## src/rtl/wb_regfile_if.sv

```systemverilog
// wb_regfile_if: bus bundle for the write-back register file.
//   Core write port : write_en, write_addr, write_data -> write_ready
//   Host write port : host_we, host_addr, host_wdata (priority on the array)
//   Read ports      : rd_addr_a/b -> rd_data_a/b (combinational, forwarded)
//   Status          : pending, empty, overflow
// The master modport drives requests; the slave modport is the register file.
interface wb_regfile_if #(
  parameter int DEPTH = 4,
  parameter int AW    = 4,
  parameter int DW    = 8
);
  localparam int CW = $clog2(DEPTH) + 1;

  logic          write_en;
  logic [AW-1:0] write_addr;
  logic [DW-1:0] write_data;
  logic          write_ready;

  logic          host_we;
  logic [AW-1:0] host_addr;
  logic [DW-1:0] host_wdata;

  logic [AW-1:0] rd_addr_a;
  logic [AW-1:0] rd_addr_b;
  logic [DW-1:0] rd_data_a;
  logic [DW-1:0] rd_data_b;

  logic [CW-1:0] pending;
  logic          empty;
  logic          overflow;

  modport master (
    output write_en, write_addr, write_data,
    output host_we, host_addr, host_wdata,
    output rd_addr_a, rd_addr_b,
    input  write_ready, rd_data_a, rd_data_b,
    input  pending, empty, overflow
  );

  modport slave (
    input  write_en, write_addr, write_data,
    input  host_we, host_addr, host_wdata,
    input  rd_addr_a, rd_addr_b,
    output write_ready, rd_data_a, rd_data_b,
    output pending, empty, overflow
  );
endinterface

```

## src/rtl/wb_regfile.sv

```systemverilog
// wb_regfile: write-back register file fed by the core through a small
// circular write buffer, draining into a 2^AW x DW register array.
// Ports:
//   clk    - clock, all state changes on the rising edge
//   reset  - asynchronous active-low reset
//   bus    - wb_regfile_if.slave: core write port (write_en/addr/data,
//            write_ready), host write port (host_we/addr/wdata, wins the
//            array port and stalls the drain), two read ports with
//            forwarding of buffered writes, and pending/empty/overflow.
module wb_regfile #(
  parameter int DEPTH = 4,
  parameter int AW    = 4,
  parameter int DW    = 8
) (
  input  logic         clk,
  input  logic         reset,
  wb_regfile_if.slave  bus
);

  localparam int PW   = $clog2(DEPTH);
  localparam int CW   = PW + 1;
  localparam int NREG = 1 << AW;
  localparam logic [CW-1:0] FULL_CNT = CW'(DEPTH);

  logic [DW-1:0] mem_q   [NREG];
  logic [AW-1:0] baddr_q [DEPTH];
  logic [DW-1:0] bdata_q [DEPTH];

  logic [PW-1:0] head_q, head_d;
  logic [PW-1:0] tail_q, tail_d;
  logic [CW-1:0] cnt_q, cnt_d;
  logic          ovf_q, ovf_d;

  logic          ready;
  logic          push;
  logic          pop;
  logic          drop;

  // Handshake is derived from the occupancy register only, so write_ready
  // never depends on this cycle's host_we.
  assign ready = (cnt_q < FULL_CNT);
  assign push  = bus.write_en & ready;
  assign drop  = bus.write_en & ~ready;
  assign pop   = ~bus.host_we & (cnt_q != '0);

  always_comb begin
    head_d = head_q;
    tail_d = tail_q;
    cnt_d  = cnt_q;
    ovf_d  = ovf_q | drop;
    if (pop)  head_d = head_q + PW'(1);
    if (push) tail_d = tail_q + PW'(1);
    case ({push, pop})
      2'b10:   cnt_d = cnt_q + CW'(1);
      2'b01:   cnt_d = cnt_q - CW'(1);
      default: cnt_d = cnt_q;
    endcase
  end

  // Control state: pointers, occupancy and the sticky overflow flag.
  always_ff @(posedge clk or negedge reset) begin
    if (!reset) begin
      head_q <= '0;
      tail_q <= '0;
      cnt_q  <= '0;
      ovf_q  <= 1'b0;
    end else begin
      head_q <= head_d;
      tail_q <= tail_d;
      cnt_q  <= cnt_d;
      ovf_q  <= ovf_d;
    end
  end

  // Buffer payload needs no reset: entries are only observed while valid.
  always_ff @(posedge clk) begin
    if (push) begin
      baddr_q[tail_q] <= bus.write_addr;
      bdata_q[tail_q] <= bus.write_data;
    end
  end

  // Single array write port: host has priority, otherwise drain the head.
  always_ff @(posedge clk or negedge reset) begin
    if (!reset) begin
      for (int i = 0; i < NREG; i++) mem_q[i] <= '0;
    end else if (bus.host_we) begin
      mem_q[bus.host_addr] <= bus.host_wdata;
    end else if (pop) begin
      mem_q[baddr_q[head_q]] <= bdata_q[head_q];
    end
  end

  // Walk the valid entries oldest to youngest so the youngest match wins;
  // fall back to the array when nothing in the buffer targets the address.
  function automatic logic [DW-1:0] fwd_read(input logic [AW-1:0] a);
    logic [DW-1:0] r;
    logic [PW-1:0] idx;
    r = mem_q[a];
    for (int i = 0; i < DEPTH; i++) begin
      idx = head_q + PW'(i);
      if ((CW'(i) < cnt_q) && (baddr_q[idx] == a)) r = bdata_q[idx];
    end
    return r;
  endfunction

  always_comb begin
    bus.rd_data_a = fwd_read(bus.rd_addr_a);
  end

  always_comb begin
    bus.rd_data_b = fwd_read(bus.rd_addr_b);
  end

  assign bus.write_ready = ready;
  assign bus.pending     = cnt_q;
  assign bus.empty       = (cnt_q == '0);
  assign bus.overflow    = ovf_q;

endmodule

```

## src/flat_wrapper.sv

```systemverilog
// flat-port wrapper written by rule: the top's interface ports become plain ports
module wb_regfile_flat 
#(
  parameter int DEPTH = 4,
  parameter int AW    = 4,
  parameter int DW    = 8
)
  (clk, reset, bus_write_en, bus_write_addr, bus_write_data, bus_host_we, bus_host_addr, bus_host_wdata, bus_rd_addr_a, bus_rd_addr_b, bus_write_ready, bus_rd_data_a, bus_rd_data_b, bus_pending, bus_empty, bus_overflow);
  wb_regfile_if #(.DEPTH(DEPTH), .AW(AW), .DW(DW)) bus_i ();
  input  logic clk;
  input  logic reset;
  input wire logic [$bits(bus_i.write_en)-1:0] bus_write_en;
  input wire logic [$bits(bus_i.write_addr)-1:0] bus_write_addr;
  input wire logic [$bits(bus_i.write_data)-1:0] bus_write_data;
  input wire logic [$bits(bus_i.host_we)-1:0] bus_host_we;
  input wire logic [$bits(bus_i.host_addr)-1:0] bus_host_addr;
  input wire logic [$bits(bus_i.host_wdata)-1:0] bus_host_wdata;
  input wire logic [$bits(bus_i.rd_addr_a)-1:0] bus_rd_addr_a;
  input wire logic [$bits(bus_i.rd_addr_b)-1:0] bus_rd_addr_b;
  output wire logic [$bits(bus_i.write_ready)-1:0] bus_write_ready;
  output wire logic [$bits(bus_i.rd_data_a)-1:0] bus_rd_data_a;
  output wire logic [$bits(bus_i.rd_data_b)-1:0] bus_rd_data_b;
  output wire logic [$bits(bus_i.pending)-1:0] bus_pending;
  output wire logic [$bits(bus_i.empty)-1:0] bus_empty;
  output wire logic [$bits(bus_i.overflow)-1:0] bus_overflow;
  assign bus_i.write_en = bus_write_en;
  assign bus_i.write_addr = bus_write_addr;
  assign bus_i.write_data = bus_write_data;
  assign bus_i.host_we = bus_host_we;
  assign bus_i.host_addr = bus_host_addr;
  assign bus_i.host_wdata = bus_host_wdata;
  assign bus_i.rd_addr_a = bus_rd_addr_a;
  assign bus_i.rd_addr_b = bus_rd_addr_b;
  assign bus_write_ready = bus_i.write_ready;
  assign bus_rd_data_a = bus_i.rd_data_a;
  assign bus_rd_data_b = bus_i.rd_data_b;
  assign bus_pending = bus_i.pending;
  assign bus_empty = bus_i.empty;
  assign bus_overflow = bus_i.overflow;
  wb_regfile #(.DEPTH(DEPTH), .AW(AW), .DW(DW)) u_core (.clk(clk), .reset(reset), .bus(bus_i));
endmodule
```

## config.mk

```make
export PLATFORM = sky130hd
export DESIGN_NAME = wb_regfile_flat
export DESIGN_NICKNAME = d
export VERILOG_FILES = /design/src/rtl/wb_regfile_if.sv /design/src/rtl/wb_regfile.sv /design/src/flat_wrapper.sv
export SDC_FILE = /design/constraint.sdc
export NUM_CORES = 1
export LEC_CHECK = 0
export CAP_MARGIN = 20
export CORE_MARGIN = 1.5
export CORE_UTILIZATION = 31
export DETAILED_ROUTE_END_ITERATION = 10
export SLEW_MARGIN = 40
export SYNTH_ARGS = -nofsm -noshare
export SYNTH_HDL_FRONTEND = slang
export SYNTH_SLANG_ARGS = --single-unit
```

## constraint.sdc

```tcl
create_clock -name clk -period 3.6 [get_ports clk]
set_clock_uncertainty 0.05 [all_clocks]
set_input_delay 0.72 -clock clk [delete_from_list [all_inputs] [get_ports clk]]
set_output_delay 0.72 -clock clk [all_outputs]
set_load 0.01 [all_outputs]
```

======== Yosys cells after proc, flatten, opt, wreduce, memory -nomap -nowiden ========
Memories as Yosys holds them, arrays and structs flattened.
Cells that the tools add are included.
cells by class
  add/subtract/negate cells ............... 6
  $lt $le $gt $ge ......................... 11
  equality and inequality tests ........... 10
  mux-type cells .......................... 25
  bitwise operators ....................... 10
  reductions and logical operators ........ 14
operator list
  kind                 number
  $bwmux 128           2
  $mux 128             2
  $mux 8               14
  $bmux 8 s4           2
  $demux 8 s4          2
  $eq 4x4->1           8
  $ge 5x5->1 const B   4
  $not 4->5            4
  $logic_and 1x1->1    10
  $lt 5x1->1 const B   2
  $lt 1x3->1 const A   2
  $lt 2x3->1 const A   2
  $pmux 3 s2           1
  $add 2x1->2 const B  2
  $add 2x2->2 const B  2
  $reduce_bool 2->1    2
  $add 3x1->3 const B  1
  $and 1x1->1          3
  $logic_not 3->1      1
  $lt 3x3->1 const B   1
  $reduce_bool 3->1    1
  $sub 3x1->3 const B  1
  $eq 2x1->1 const B   1
  $eq 2x2->1 const B   1
  other kinds (3)      5
word-level totals
  register bits ........................... 136
  memory bits (writable) .................. 48
  word-level logic and storage cells ...... 98
  memories kept ........................... 2
memories
  name            depth  bits a word  rd ports  clocked after Yosys merged registers in  wr ports  line              text
  u_core.bdata_q  4      8            4         0                                        1         wb_regfile.sv:27  logic [DW-1:0] bdata_q [DEPTH];
  u_core.baddr_q  4      4            4         0                                        1         wb_regfile.sv:26  logic [AW-1:0] baddr_q [DEPTH];

======== Logic depth before layout (Yosys ltp) ========
Gate-level depths: netlist (run 1).
An unclocked memory read counts as a cell.
  depth in word-level cells ............... 9
  gate-level depth with buffers ........... 12

======== Least setup slack after synthesis (run 1) ========
No wires, ideal clock.
  path type ............................... in2out
  start ................................... in bus_rd_addr_a[0]
  end ..................................... out bus_rd_data_a[7]
  data arrival time ....................... 2.784 ns
  data required time ...................... 2.830 ns
  setup slack ............................. 0.046 ns
  stages on the path ...................... 7
  cell sequence ........................... clkbuf_1 -> buf_2 -> mux4_2 -> mux4_2 -> o21ai_0 -> o311a_1 -> o311ai_1
on the way
  cells in the longest elaborated chain, start to end .. 8
RTL lines
  element                                     line                text
  start, declared                             flat_wrapper.sv:18  input wire logic [$bits(bus_i.rd_addr_a)-1:0] bus_rd_addr_a;
  $not 4->5 (not written as such)             wb_regfile.sv:99    r = mem_q[a];
  $bmux 8 s4                                  wb_regfile.sv:99
  $mux 8 (not written as such) (2 in series)  wb_regfile.sv:99
  $mux 8 (3 in series)                        wb_regfile.sv:102   if ((CW'(i) < cnt_q) && (baddr_q[idx] == a)) r = bdata_q[idx];
  $mux 8 (*)                                  wb_regfile.sv:102
  end, declared                               flat_wrapper.sv:21  output wire logic [$bits(bus_i.rd_data_a)-1:0] bus_rd_data_a;
Every way passes the cells marked *; elsewhere a longest branch is shown, timed or not. The select of a mux whose other input is x is not followed.

======== Worst setup path in the final report (run 1) ========
  start ................................... reg u_core.head_q[1]
  end ..................................... out bus_rd_data_b[6]
on the way
  cells in the longest elaborated chain, start to end .. 7
RTL lines
  element                                                 line                text
  start, declared                                         wb_regfile.sv:29    logic [PW-1:0] head_q, head_d;
  start signal, assigned                                  wb_regfile.sv:63    head_q <= '0;
  start signal, assigned                                  wb_regfile.sv:68    head_q <= head_d;
  $add 2x1->2 / $mem_v2 4x4 (equally long branches)       n/a
  $mem_v2 4x4 / $eq 4x4->1 (equally long branches)        n/a
  $eq 4x4->1 / $logic_and 1x1->1 (equally long branches)  wb_regfile.sv:102
  $logic_and 1x1->1 / $mux 8 (equally long branches)      wb_regfile.sv:102
  $mux 8 (2 in series)                                    wb_regfile.sv:102
  $mux 8 (*)                                              wb_regfile.sv:102
  end, declared                                           flat_wrapper.sv:22  output wire logic [$bits(bus_i.rd_data_b)-1:0] bus_rd_data_b;
Every way passes the cells marked *; elsewhere a longest branch is shown, timed or not.

==> flow_results.org, run 1 <==
** STA
- Min cycle time layout :: ~3.7 ns
- The number of hold violations in the final report came to 0.
- Setup WS post-layout :: -0.129 ns
- F_max :: around 0.27 GHz
- Final number of setup-violating endpoints :: 16
- Final Cycle Share :: 104%
- Final hold analysis gives a worst-case slack of between 0.2 and 0.25 ns.
- Headroom to the max-slew limit came out at between 40% and 50%.
- For the pin with the worst max-slew slack, the measured transition is slightly above 0.8 ns.
- RSZ-0062 raised after global routing :: true
- The max-slew violation count is 0.

** Power
- Peak supply drop :: between 400 and 500 uV
- In this run, the clock network consumes approximately 17% of the power.
- Power after layout :: 11.8 mW
- Static leakage power :: between 5 and 6 nW
- The internal power of the cells totals about 7.0 mW.
- Switching power of the nets :: about 4.7 mW
- Power spread over the standard cell area amounts to between 800 and 900 nW/um2.
- Sequential cells account for ~30% of the total power.
- In this run switching power makes up between 40% and 50% of total power.
- Combinational cells account for a little over half of the total power.

** Detailed routing
- Routed wire length :: between 30 and 40 mm
- 1st-iter DRT viols :: roughly 950
- Ratio of routed vias to standard cells :: 5.94
- For this run, the detailed router's first-pass iteration total came to 5.
- For this run, design rule violations remaining after detail routing come to 0.
- Dividing the detail-routed wire length by the instance count gives 23.3 um.
- Via total after detailed routing :: around 9500
- Number of nets with antenna violations after detailed routing :: 0

** Critical path
- The setup check on the worst reg-to-reg path leaves a slack of 0.60 ns.
- CP max-delay cell :: mux4_2
- Walking the worst path, the cells encountered are buf_12, buf_6, mux4_2, buf_4, xor2_1, nor2_1, nand4_1, and2_4, o21ai_2, o221ai_4, buf_2.
- The number of buffers and inverters on the critical path is 4.
- Worst flop-to-flop path endpoint :: u_core.mem_q[65]
- In this run the critical register-to-register path is launched from u_core.head_q[1].
- Largest incremental delay on the critical path :: around 0.53 ns
- Grouping stages by cell kind, the critical path spends the most delay in simple AND/OR/NAND/NOR gates.
- Critical Path RT :: around 2.8 ns
- By startpoint and endpoint, the worst setup path is classified as register to output port.
- Along the worst path, the maximum fanout reaches 8.
- WP depth :: 11
- The worst setup path is launched from a register.
- STA classifies the critical path endpoint as an output port.
- R2R depth :: 9
- Arrival time reported for the critical path endpoint :: 2.96 ns

** Layout
- Layout Utilization :: between 30% and 40%
- Area Overhead vs Synth :: 25.4%
- After the last flow step, the layout net total stands at ~1200.
- Leaving out fill and tap cells, the most frequent cell in the layout is dfrtp_1.
- Fill count :: roughly 3500
- The finished layout holds about 1600 standard cells, fillers aside.
- Fraction of layout instances using a drive strength above 1 :: 32.3%
- Antenna diode instance count :: 0
- The library cells used most frequently in the layout, excluding fill and tap cells, are dfrtp_1 (134), a22oi_1 (128), o21ai_0 (122), buf_4 (105), mux4_2 (85).

** Synthesis
- Among all flip-flop cells after synthesis, the most frequent one is dfrtp_1.
- Post-synthesis mux area share :: approximately 23%
- Ranking of synthesized cells by area :: dfrtp_1 (29%), mux4_2 (17%), edfxtp_1 (12%)
- Synthesized-area fraction occupied by adder cells :: 0.975%
- The synthesized design contains between 40 and 50 enable-type register cells.
- Cell type with the highest aggregate area in the netlist :: dfrtp_1
- The netlist uses 54 different library cells.
- Fraction of synthesized cell area taken by the top area cell type :: a little under 30%
- In the synthesized netlist, the number of instances is roughly 1000.
- Number of nets in the synthesized netlist :: 1054
- Sequential-to-total area share from yosys stat :: between 40% and 50%
- Total number of yosys warnings :: 0
- Post-synthesis compound-gate area fraction :: about a fifth
- The synthesized netlist devotes 7.11% of its cell area to simple gates.
- A synthesized cell averages between 10 and 15 um2.
- Post-Syn Area :: 11500 um2
- The synthesized design contains ~180 register bits.
- Post-synthesis share of cell area spent on xor and xnor gates :: between 3 and 4%
- By area, the combinational part of the netlist is dominated by multiplexers.
- For this run, asynchronously set or reset flops after synthesis account for 73.9%.

** Clock network
- Clock-pin slew was measured on the worst setup and hold paths at roughly 0.07 ns.
- Buffers inserted to repair hold after CTS numbered 0.
- Counting every sink on the clock net gives approximately 180.
- H-tree Lvls :: 4
- CTS placed an instance of clkbuf_16 at the clock tree root.
- TritonCTS built the clock tree.
- Later-pin clock latency in the skew report :: between 0.4 and 0.5 ns
- Buffers inserted during clock tree synthesis total 17.
- Worst-case clock buffer depth :: 2

** Global route
- Pin count of the biggest net entering global routing :: ~70
- Number of global-route vias before repair :: about 9500
- Global routing used 19.7% of the available tracks across all layers.
- Congestion Overflow GR :: 0
- The first global-routing pass estimated between 50 and 60 mm of wire.
- Antenna violations before repair :: 0

** Place
- The count of buffers added on input and output ports is between 50 and 60.
- Once placement completed, the tool counted placed cells totaling roughly 1600.
- Routability cong. :: roughly 0.95
- HPWL Detailed :: between 20 and 30 mm

** Floorplanning
- Height of the die :: 196 um
- After floorplanning, the core was sized to cover around 37000 um2.
- Die Outline Area :: 38400 um2
- Initial Util :: a little under a third
- Die Wd :: slightly below 200 um
- Ports placed on the boundary :: 58
- In this run the core area contains 70 standard-cell rows.

** Run status
- The checks that failed: setup timing.
- The run finished, with violations left.

** Run
- Max-cap violation count :: 0

** Worst hold path
- Min-delay worst type :: input pin to asynchronous set/reset pin
## state kept, by name (all words and copies together) (netlist names)
signal,cells
u_core.baddr_q,16
u_core.bus.pending,3
u_core.mem_q,128
u_core.tail_q,2
u_core.bdata_q,32
u_core.head_q,2
u_core.bus.overflow,1
## power groups by stage
stage          sequential (mW)  combinational [mW]  clock [mW]
2_1_floorplan             3.19                3.64           0
4_1_cts                   3.47                5.91        2.02
6_report                  3.52                6.27        2.00
5_1_grt                   3.56                6.72        2.10
3_3_place_gp              3.53                5.41           0
3_5_place_dp              3.51                5.51           0
## logic make-up after synthesis
logic type / count (synthesis)
AND/OR/NAND/NOR: 164
flip-flops: 184
buffers and inverters: 95
AO/OA/AOI/OAI: 367
adder cells (fa/ha/maj): 9
multiplexers: 149
XOR/XNOR: 41
## final cells by class
cell class	instances	area (um2)	share of cell area, %
multi-input combinational	730	6730	46.5
sequential	184	4850	33.5
timing repair buffer	186	1670	11.5
tap	468	586	4.05
clock buffer	21	472	3.26
clock inverter	10	139	0.959
inverter	8	30.0	0.207
## synth_stat cells, types with 9 or more instances
library cell / n
dfrtp_1: 136
o21ai_0: 134
a22oi_1: 128
mux4_2: 85
edfxtp_1: 48
nor2_1: 43
nand2_1: 42
clkbuf_1: 40
mux2i_1: 35
a21oi_1: 30
mux2_2: 25
buf_1: 23
o21ai_1: 21
xor2_1: 21
xnor2_1: 19
o211ai_1: 17
buf_2: 16
nor2b_1: 13
nor3_1: 13
nand2b_1: 11
ha_1: 9
## stage by stage
step | cell area [um2] | setup TNS (ns) | worst slack (ns)
final | 14500 | -1.62 | -0.129
after global routing | 14500 | -3.08 | -0.244
after floorplan | 11500 | 0 | 0.0462
after CTS | 14200 | -1.09 | -0.0846
after detailed placement | 13300 | -5.54 | -0.462
after global placement | 13300 | -5.40 | -0.470
## routing by layer
metal | wire length, um | GRT usage, %
met5 | 0 | 0
met3 | 2660 | 3.16
met1 | 15800 | 27.3
met2 | 18100 | 32.2
met4 | 848 | 5.38
## repair_timing
item	CTS	global route
setup buffers	15	3
setup endpoints to repair	16	16
cloned	0	1
gates resized for setup	142	32
pin swaps	28	20
## worst max path at each step
| stage | start | to | slack, ns |
|---|---|---|---|
| finish | u_core.head_q[1] | bus_rd_data_b[6] | -0.13 |
| global route | u_core.head_q[1] | bus_rd_data_a[5] | -0.24 |
| CTS | u_core.head_q[1] | bus_rd_data_a[5] | -0.08 |
| detailed placement | bus_rd_addr_b[0] | bus_rd_data_b[0] | -0.46 |
| global placement | bus_rd_addr_b[0] | bus_rd_data_b[0] | -0.47 |
| floorplan | bus_rd_addr_a[0] | bus_rd_data_a[7] | 0.05 |
Power figures use the tool's default switching activity.
==> run 2, diff against run 1 <==
--- a/config.mk
+++ b/config.mk
@@ -6,7 +6,7 @@
 export NUM_CORES = 1
 export LEC_CHECK = 0
 export CAP_MARGIN = 20
-export CORE_MARGIN = 1.5
+export CORE_MARGIN = 2
 export CORE_UTILIZATION = 31
 export DETAILED_ROUTE_END_ITERATION = 10
 export SLEW_MARGIN = 40
==> flow_results.org, run 2 (synthesized netlist as in run 1, its figures left out) <==
** Clock network
- The clock reaches the later pin of the worst-skew pair after 0.44 ns.
- Post-CTS Hold Buffers :: 0
- CTS tree :: built
- The clock passes through at most 2 buffers.
- Counting the buffers created by CTS gives 17.
- Clock transition at the registers of the reported paths :: about 0.080 ns
- Clock net sink count :: approximately 180
- Clock Root Buffer :: clkbuf_16
- H-tree Lvls :: 4

** STA
- Setup violations remaining at the end of the flow were counted as 8.
- The worst path in the final design needs a cycle of ~3.7 ns, including I/O delays and setup.
- F_max :: approximately 0.27 GHz
- Setup WS post-layout :: -0.0972 ns
- The number of hold violations in the final report came to 0.
- The max-slew violation count is 0.
- Setup repair after global routing could not meet its margin everywhere.
- Final Cycle Share :: 103%
- Measured against its own limit, the worst slew margin works out to between 40 and 50%.
- Slew at the pin with the worst max-slew slack :: 0.857 ns

** Critical path
- STA classifies the critical path endpoint as an output port.
- Walking the worst path, the cells encountered are buf_12, buf_12, mux4_2, buf_6, xnor2_4, nand4_4, o311a_1, o311ai_2, buf_2.
- Worst setup SP type :: register
- WP buf/inv :: 4
- The slowest stage of the critical path belongs to the cell dfrtp_2.
- The worst setup path is of the register to output port kind.
- Maximum net fanout on the critical path :: 7
- At the worst endpoint, the required time is about 2.8 ns.
- In this run the register-to-register setup slack is ~0.7 ns.
- Worst flop-to-flop path endpoint :: u_core.mem_q[79]
- Most used cell along the critical path :: buf_12
- R2R depth :: 6
- In this design, the stage delay of the slowest critical-path cell is roughly 0.46 ns.
- Arrival time reported for the critical path endpoint :: 2.93 ns
- Cell family with the largest share of critical-path delay :: compound AO/OA/AOI/OAI gates
- In this run the critical register-to-register path is launched from u_core.head_q[1].

** Global route
- First-pass GRT wire length :: 58.5 mm
- The initial antenna violation count came to 0.
- The via count of the first global-routing pass came to between 9000 and 10000.
- Pin count of the biggest net entering global routing :: 95
- Congestion Overflow GR :: 0
- Global routing used 19.9% of the available tracks.

** Detailed routing
- After detailed routing, the number of remaining DRC violations is 0.
- Number of optimization iterations in the first detailed-route pass :: 6
- Ratio of routed vias to standard cells :: around 6.0
- For this block, the routed nets add up to about 38 mm of wire.
- Number of nets with antenna violations after detailed routing :: 0
- The routed layout has between 9000 and 10000 vias.
- After the first detailed-routing iteration, the DRC count stood at approximately 1100.
- In the final routed layout, each cell accounts on average for roughly 24 um.

** Layout
- Register ranked first by flip-flop count :: u_core.mem_q
- The largest registers in the layout are u_core.mem_q x128, u_core.bdata_q x32, u_core.baddr_q x16.
- Area Overhead vs Synth :: 23.1%
- Post-route cell area :: approximately 14000 um2
- For this run, the post-layout net count is 1154.
- Most used cells in the layout excluding fill and tap cells :: dfrtp_1 (135), a22oi_1 (128), o21ai_0 (118), mux4_2 (85), buf_4 (83)
- Cells fill about 39% of the core in the end.
- Fraction of layout instances using a drive strength above 1 :: roughly a third
- The repair_antennas step left the layout with diodes totalling 0.
- Leaving out fill and tap cells, the most frequent cell in the layout is dfrtp_1.
- The register with the most flip-flops in the layout has between 100 and 150 of them.

** Place
- Once placement finished, the instance area stood at between 10000 and 15000 um2.
- The congestion estimate from routability-driven global placement came to around 0.94.
- HPWL Detailed :: 28.1 mm
- Input and output buffers added on the ports amount to 57.

** Power
- In this run the power density over the cells is 799 nW/um2.
- Peak supply drop :: roughly 360 uV
- In this run the static leakage power is 5.55 nW.

** Floorplanning
- In this run the horizontal extent of the chip is 197 um.
- The die covers 38800 um2.
- Height of the die :: 197 um
- Ports placed on the boundary :: 58
- # rows :: 70
- Once the floorplan was initialized, standard cells occupied 31.5% of the core.
- Core box area :: between 30000 and 40000 um2

** Run
- Max-cap violations in this run came to 0.

** Worst hold path
- The tightest min-delay check is of the input pin to asynchronous set/reset pin type.

** Run status
- The flow ran to the end, but the final reports show violations.
- The final reports fail on setup timing.
## run 2: power breakdown
| group | internal [mW] | switching [mW] |
|---|---|---|
| combinational | 2.88 | 3.07 |
| sequential | 2.82 | 0.718 |
| clock | 0.916 | 0.947 |
| total | 6.62 | 4.73 |
## run 2: per-layer routing
metal	up-vias	GRT usage, %	part of all wire (%)
li1	4174	-	-
met2	449	30.9	47
met3	69	3.59	8.3
met1	4833	27.6	42
met5	-	0	0
met4	0	7.69	3.5
## run 2: cell type report
cell class | instances | area, um2
timing repair buffer | 167 | 1590
tap | 468 | 586
sequential | 184 | 4850
multi-input combinational | 731 | 6600
clock buffer | 17 | 425
clock inverter | 15 | 131
inverter | 8 | 32.5
fill | 3493 | 22400
## run 2: worst max path at each step
| stage | startpoint | endpoint | depth (start not counted) |
|---|---|---|---|
| after floorplan | bus_rd_addr_a[0] | bus_rd_data_a[7] | 7 |
| after global placement | bus_rd_addr_b[0] | bus_rd_data_b[2] | 8 |
| after detailed placement | bus_rd_addr_b[0] | bus_rd_data_b[2] | 8 |
| after CTS | u_core.head_q[1] | bus_rd_data_a[5] | 9 |
| after global routing | u_core.head_q[1] | bus_rd_data_a[4] | 13 |
| final | u_core.head_q[1] | bus_rd_data_a[7] | 9 |
## run 2: per-stage QoR
step | cells | TNS [ns] | total power, mW | hold slack [ns] | worst slack, ns
2_1_floorplan | 1009 | 0 | 6.83 | 0.374 | 0.0462
3_3_place_gp | 1541 | -5.09 | 8.91 | 0.395 | -0.397
3_5_place_dp | 1541 | -5.30 | 8.99 | 0.396 | -0.407
4_1_cts | 1588 | -0.601 | 11.1 | 0.272 | -0.130
5_1_grt | 1590 | -2.29 | 11.9 | 0.292 | -0.178
6_report | 1590 | -0.498 | 11.4 | 0.247 | -0.0972
## run 2: what timing repair did
item                                    in CTS  in global routing
buffers inserted                            12                  2
endpoints found under the setup margin      16                 16
cloned                                       4                  0
resized for setup                          129                 27
pin swaps                                   23                 19
